`src/rtl/rr_arbiter_8_if.sv`:
```
// Arbiter bus interface: groups the request side and grant side signals.
//   en        : arbitration enable (requester side -> arbiter)
//   req       : request vector, bit i belongs to requester i
//   gnt       : registered one-hot grant, zero when idle
//   gnt_id    : encoded index of the owner, 0 when idle (drives the bus mux select)
//   gnt_valid : high whenever gnt is nonzero
//   timeout   : one-cycle pulse on a forced revoke
// Modports: master = requesting engines, slave = arbiter.
interface rr_arbiter_8_if #(
  parameter int NREQ = 8,
  parameter int IDW  = 3
);
  logic            en;
  logic [NREQ-1:0] req;
  logic [NREQ-1:0] gnt;
  logic [IDW-1:0]  gnt_id;
  logic            gnt_valid;
  logic            timeout;

  modport master (output en, req, input gnt, gnt_id, gnt_valid, timeout);
  modport slave  (input en, req, output gnt, gnt_id, gnt_valid, timeout);
endinterface

```
`src/rtl/rr_arbiter_8.sv`:
```
// rr_arbiter_8: round-robin arbiter for 8 requesters, MSB-first search order.
// Ports:
//   clk       : system clock, rising edge
//   rst       : synchronous active-high reset
//   bus       : rr_arbiter_8_if.slave (en, req in; gnt, gnt_id, gnt_valid, timeout out)
//   state_dbg : current FSM state (0 = IDLE, 1 = GRANT)
// Handshake: a requester holds req[i] high for as long as it owns the resource;
// ownership is signalled by gnt[i] one cycle after req is sampled, and is kept
// until req[i] is seen low on a rising edge. All outputs come straight from flops.
// Optional macro ARB_TIMEOUT_EN: builds an 8-bit hold counter that forces
// rotation after MAX_HOLD consecutive grant cycles when someone else is waiting.
module rr_arbiter_8 #(
  parameter int NREQ     = 8,
  parameter int IDW      = 3,
  parameter int MAX_HOLD = 16
) (
  input  logic                 clk,
  input  logic                 rst,
  rr_arbiter_8_if.slave        bus,
  output logic                 state_dbg
);

  if (NREQ != 8 || IDW != $clog2(NREQ) || MAX_HOLD < 1 || MAX_HOLD > 255) begin : g_param_check
    $error("rr_arbiter_8: unsupported parameter set");
  end

  typedef enum logic {IDLE = 1'b0, GRANT = 1'b1} state_t;

  state_t          state_q, state_d;
  logic [NREQ-1:0] gnt_q, gnt_d;
  logic [IDW-1:0]  gnt_id_q, gnt_id_d;
  logic            gnt_valid_q, gnt_valid_d;
  logic [IDW-1:0]  last_q, last_d;

  // Candidates exclude the current owner; in IDLE gnt_q is zero so nothing is
  // masked, and after a release the owner's bit is already low. The owner only
  // matters when it still requests at a forced rotation, where it must lose.
  logic [NREQ-1:0] req_m;
  logic            win_any;
  logic [IDW-1:0]  win_id;
  logic [IDW-1:0]  idx;

  assign req_m = bus.req & ~gnt_q;

  // Search L-1, L-2, ..., wrapping, ending at L itself (k = NREQ wraps to L).
  always_comb begin
    win_any = 1'b0;
    win_id  = '0;
    idx     = '0;
    for (int k = 1; k <= NREQ; k++) begin
      idx = last_q - IDW'(k);
      if (!win_any && req_m[idx]) begin
        win_any = 1'b1;
        win_id  = idx;
      end
    end
  end

`ifdef ARB_TIMEOUT_EN
  logic [7:0] hold_q, hold_d;
  logic       timeout_q, timeout_d;
`endif

  always_comb begin
    state_d     = state_q;
    gnt_d       = gnt_q;
    gnt_id_d    = gnt_id_q;
    gnt_valid_d = gnt_valid_q;
    last_d      = last_q;
`ifdef ARB_TIMEOUT_EN
    hold_d      = hold_q;
    timeout_d   = 1'b0;
`endif
    unique case (state_q)
      IDLE: begin
        if (bus.en && win_any) begin
          state_d     = GRANT;
          gnt_d       = NREQ'(1) << win_id;
          gnt_id_d    = win_id;
          gnt_valid_d = 1'b1;
          last_d      = win_id;
`ifdef ARB_TIMEOUT_EN
          hold_d      = 8'd1;
`endif
        end
      end
      GRANT: begin
        if (bus.req[gnt_id_q]) begin
`ifdef ARB_TIMEOUT_EN
          if (hold_q == 8'(MAX_HOLD)) begin
            if (bus.en && win_any) begin
              gnt_d     = NREQ'(1) << win_id;
              gnt_id_d  = win_id;
              last_d    = win_id;
              timeout_d = 1'b1;
            end
            hold_d = 8'd1;
          end else begin
            hold_d = hold_q + 8'd1;
          end
`endif
        end else if (bus.en && win_any) begin
          // Zero-bubble handover on the release edge.
          gnt_d    = NREQ'(1) << win_id;
          gnt_id_d = win_id;
          last_d   = win_id;
`ifdef ARB_TIMEOUT_EN
          hold_d   = 8'd1;
`endif
        end else begin
          // Pointer is kept so the next grant continues the rotation.
          state_d     = IDLE;
          gnt_d       = '0;
          gnt_id_d    = '0;
          gnt_valid_d = 1'b0;
`ifdef ARB_TIMEOUT_EN
          hold_d      = 8'd0;
`endif
        end
      end
      default: state_d = IDLE;
    endcase
  end

  always_ff @(posedge clk) begin
    if (rst) begin
      state_q     <= IDLE;
      gnt_q       <= '0;
      gnt_id_q    <= '0;
      gnt_valid_q <= 1'b0;
      last_q      <= '0;
`ifdef ARB_TIMEOUT_EN
      hold_q      <= 8'd0;
      timeout_q   <= 1'b0;
`endif
    end else begin
      state_q     <= state_d;
      gnt_q       <= gnt_d;
      gnt_id_q    <= gnt_id_d;
      gnt_valid_q <= gnt_valid_d;
      last_q      <= last_d;
`ifdef ARB_TIMEOUT_EN
      hold_q      <= hold_d;
      timeout_q   <= timeout_d;
`endif
    end
  end

  assign bus.gnt       = gnt_q;
  assign bus.gnt_id    = gnt_id_q;
  assign bus.gnt_valid = gnt_valid_q;
`ifdef ARB_TIMEOUT_EN
  assign bus.timeout   = timeout_q;
`else
  assign bus.timeout   = 1'b0;
`endif
  assign state_dbg     = state_q;

endmodule
```
`src/flat_wrapper.sv`:
```
// flat-port wrapper written by rule: the top's interface ports become plain ports
module rr_arbiter_8_flat 
#(
  parameter int NREQ     = 8,
  parameter int IDW      = 3,
  parameter int MAX_HOLD = 16
)
  (clk, rst, state_dbg, bus_en, bus_req, bus_gnt, bus_gnt_id, bus_gnt_valid, bus_timeout);
  rr_arbiter_8_if #(.NREQ(NREQ), .IDW(IDW)) bus_i ();
  input  logic clk;
  input  logic rst;
  output logic state_dbg;
  input wire logic [$bits(bus_i.en)-1:0] bus_en;
  input wire logic [$bits(bus_i.req)-1:0] bus_req;
  output wire logic [$bits(bus_i.gnt)-1:0] bus_gnt;
  output wire logic [$bits(bus_i.gnt_id)-1:0] bus_gnt_id;
  output wire logic [$bits(bus_i.gnt_valid)-1:0] bus_gnt_valid;
  output wire logic [$bits(bus_i.timeout)-1:0] bus_timeout;
  assign bus_i.en = bus_en;
  assign bus_i.req = bus_req;
  assign bus_gnt = bus_i.gnt;
  assign bus_gnt_id = bus_i.gnt_id;
  assign bus_gnt_valid = bus_i.gnt_valid;
  assign bus_timeout = bus_i.timeout;
  rr_arbiter_8 #(.NREQ(NREQ), .IDW(IDW), .MAX_HOLD(MAX_HOLD)) u_core (.clk(clk), .rst(rst), .bus(bus_i), .state_dbg(state_dbg));
endmodule
```
`config.mk`:
```
export PLATFORM = sky130hd
export DESIGN_NAME = rr_arbiter_8_flat
export DESIGN_NICKNAME = d
export VERILOG_FILES = /design/src/rtl/rr_arbiter_8_if.sv /design/src/rtl/rr_arbiter_8.sv /design/src/flat_wrapper.sv
export SDC_FILE = /design/constraint.sdc
export NUM_CORES = 1
export LEC_CHECK = 0
export CORE_MARGIN = 10
export CORE_UTILIZATION = 55
export CTS_CLUSTER_SIZE = 24
export DETAILED_ROUTE_END_ITERATION = 8
export PLACE_DENSITY_LB_ADDON = 0.25
export SYNTH_ARGS = -nofsm -noshare
export SYNTH_HDL_FRONTEND = slang
export SYNTH_SLANG_ARGS = --single-unit
```
`constraint.sdc`:
```
create_clock -name clk -period 5.2 [get_ports clk]
set_clock_uncertainty 0.1 [all_clocks]
set_input_delay 0.78 -clock clk [delete_from_list [all_inputs] [get_ports clk]]
set_output_delay 0.78 -clock clk [all_outputs]
set_load 0.02 [all_outputs]
```
==> results.ini <==
[drt]
wire_per_inst_um=20.2
drtPass1Iterations=4
vias=1698
routed_wl_um=5060
remaining_drc_errors=0
ant_nets=0
viasPerCell=6.79
drt_iter0_drc=213

[grt]
antenna_found_initial=0
grt_pass1_vias=1647
grt_usage=0.163
overflow=0
grt_max_degree=20
grt_first_pass_wirelength_um=8250

[synth]
synthArstFlopShare=0
yosys.area_share.simple=0.223
netlist_instances=187
synth_flop_cell=dfxtp_1
synth_top_family_by_area=multiplexers
yosys_warnings=0
yosys-top-cells-area=dfxtp_1 18%, mux4_2 14%, mux2i_1 6.1%
synth_top_area_share=0.179
yosysSeqAreaShare=0.179
synth_mux_area_frac=0.291
synth_area_per_cell_um2=9.59
synth_xor_xnor_area_share=0.0244
syn_area_um2=1790
synth_fa_ha_area_frac=0.0209
synth_top_area_cell=dfxtp_1
ys_ff_latch=16
syn_nets=201
synth_compound_area_frac=0.211
synth.distinct_cells=60
synth-edff-count=0

[cells_and_area]
nets=221
regArea_um2=320
mostFrequentLayoutCell=clkdlybuf4s50_1
fin_util=0.673
fillers=271
drive_gt1_frac=0.160
multi_input_area_um2=1390
area_growth_pct=15.5
final_cell_mix=23 x clkdlybuf4s50_1, 16 x dfxtp_1, 11 x mux4_2, 11 x mux2i_1
diodes=0
final_area_um2=2070

[timing]
period_needed_ns=4.01
finalSetupTns_ns=0
hold_viol=0
maxSlewViolCount=0
relSlewSlack=0.543
tightest_slew_ns=0.681
rsz0062_at_grt=no
clock.fmax_mhz=249
setup_viol=0
post-route-period-util=0.772
fin_ws_ns=1.19

[placement]
io_buffer_count=23
dpl_cell_area_um2=2040
pre_cts_slack_ns=1.02
hpwlAfterDp_um=4140
gp_congestion=1.05

[die]
start_util=0.583
dieArea_um2=5950
rows=20
die_h_um=77.1
io_pins=25
die_w_um=77.1
design.core.area_um2=3080

[clocking]
postCtsSetupBuffers=0
tritoncts=built
htreeDepth=1
ctsResizeCount=0
clkTransAtPathRegs_ns=0.09
cts_sinks=16
ctsHoldBuffers=0
clockRootBuffer=clkbuf_4
cts_buffers=3
clk-insertion-delay-late_ns=0.28
clock_path_buffers=2

[worst_setup_path]
timing.reg2reg.worst_path_depth=13
crit_required_ns=5.27
arrival_ns=4.08
crit_path_max_fanout=11
criticalPathCategory=reg2reg
critPathCaptureType=flop
worstSetupStartpointType=flop

[job]
max_cap_violations=0

[min_path]
whs_path_depth=2
hold_path.class=reg2reg

[power_and_ir_drop]
ir_drop_uv=350
p_leak_nw=0.783
power_density_nw_per_um2=672

[outcome]
status=completed

==> cells by family (layout without fill, tap and decap cells) <==
group,Yosys count,after routing
XOR/XNOR,5,5
other,1,1
multiplexers,31,31
flip-flops,16,16
adder cells (fa/ha/maj),3,3
buffers and inverters,17,36
AO/OA/AOI/OAI,50,50
AND/OR/NAND/NOR,64,64
==> power breakdown <==
part / internal (W) / switching [W]
registers: 0.000163 / 0.0000521
clock network: 0.0000426 / 0.0000370
logic: 0.000479 / 0.000618
==> stage by stage <==
stage               instances  power (W)  hold slack, ns
floorplan                 187    0.00102           0.512
global placement          246    0.00127           0.382
detailed placement        246    0.00129           0.392
CTS                       250    0.00138           0.417
global route              250    0.00148           0.483
finish                    250    0.00139           0.416
==> flip-flops by register name (all words and copies together), names as in the netlist <==
register / count
u_core.bus.gnt: 8
u_core.bus.gnt_id: 3
u_core.bus.gnt_valid: 1
u_core.last_q: 3
u_core.state_dbg: 1
==> Yosys cell counts, types with 3 or more instances <==
| cell | count |
|---|---|
| nor3b_1 | 6 |
| a22oi_1 | 5 |
| ha_1 | 3 |
| mux2_2 | 4 |
| nor2_1 | 9 |
| nor2b_1 | 8 |
| dfxtp_1 | 16 |
| xor2_1 | 3 |
| mux2i_1 | 11 |
| clkbuf_1 | 4 |
| a32o_1 | 10 |
| nand2b_1 | 9 |
| o21ai_0 | 9 |
| o22ai_1 | 3 |
| inv_1 | 6 |
| a21oi_1 | 3 |
| nand2_1 | 10 |
| and3b_1 | 3 |
| mux4_2 | 11 |
| mux4_1 | 4 |
| o211ai_1 | 3 |
==> final cells by class <==
class                   instances  share of cell area
multi-input cells             154               0.669
flip-flops and latches         16               0.155
repair buffers                 25               0.118
well taps                      44              0.0266
clock buffers                   4              0.0175
inverters                       7              0.0139
==> worst max-delay path, cell delays in order (launching register included) <==
cell	delay, ns
dfxtp_1	0.31
buf_4	0.17
inv_1	0.32
ha_1	0.28
xor2_1	0.38
mux4_2	0.39
mux2i_1	0.35
nand3_2	0.22
o31ai_2	0.44
ha_1	0.22
nand2b_1	0.16
a21oi_2	0.06
and3_4	0.21
a32o_1	0.26
==> per-layer routing <==
metal,vias to the layer above,track usage,part of all wire
met5,-,0,0
met4,0,0.0639,0.026
met3,14,0.0385,0.067
met2,75,0.283,0.49
met1,835,0.189,0.41
li1,774,-,-
==> final timing paths <==
path	startpoint	end	slack (ns)
max	u_core.last_q[1]	u_core.bus.gnt[6]	1.19
min reg2reg	u_core.bus.gnt_valid	u_core.bus.gnt_valid	0.42
max reg2reg	u_core.last_q[1]	u_core.bus.gnt[6]	1.19
min	u_core.bus.gnt_valid	u_core.bus.gnt_valid	0.42
No activity file was read; power rests on OpenSTA's default activity.
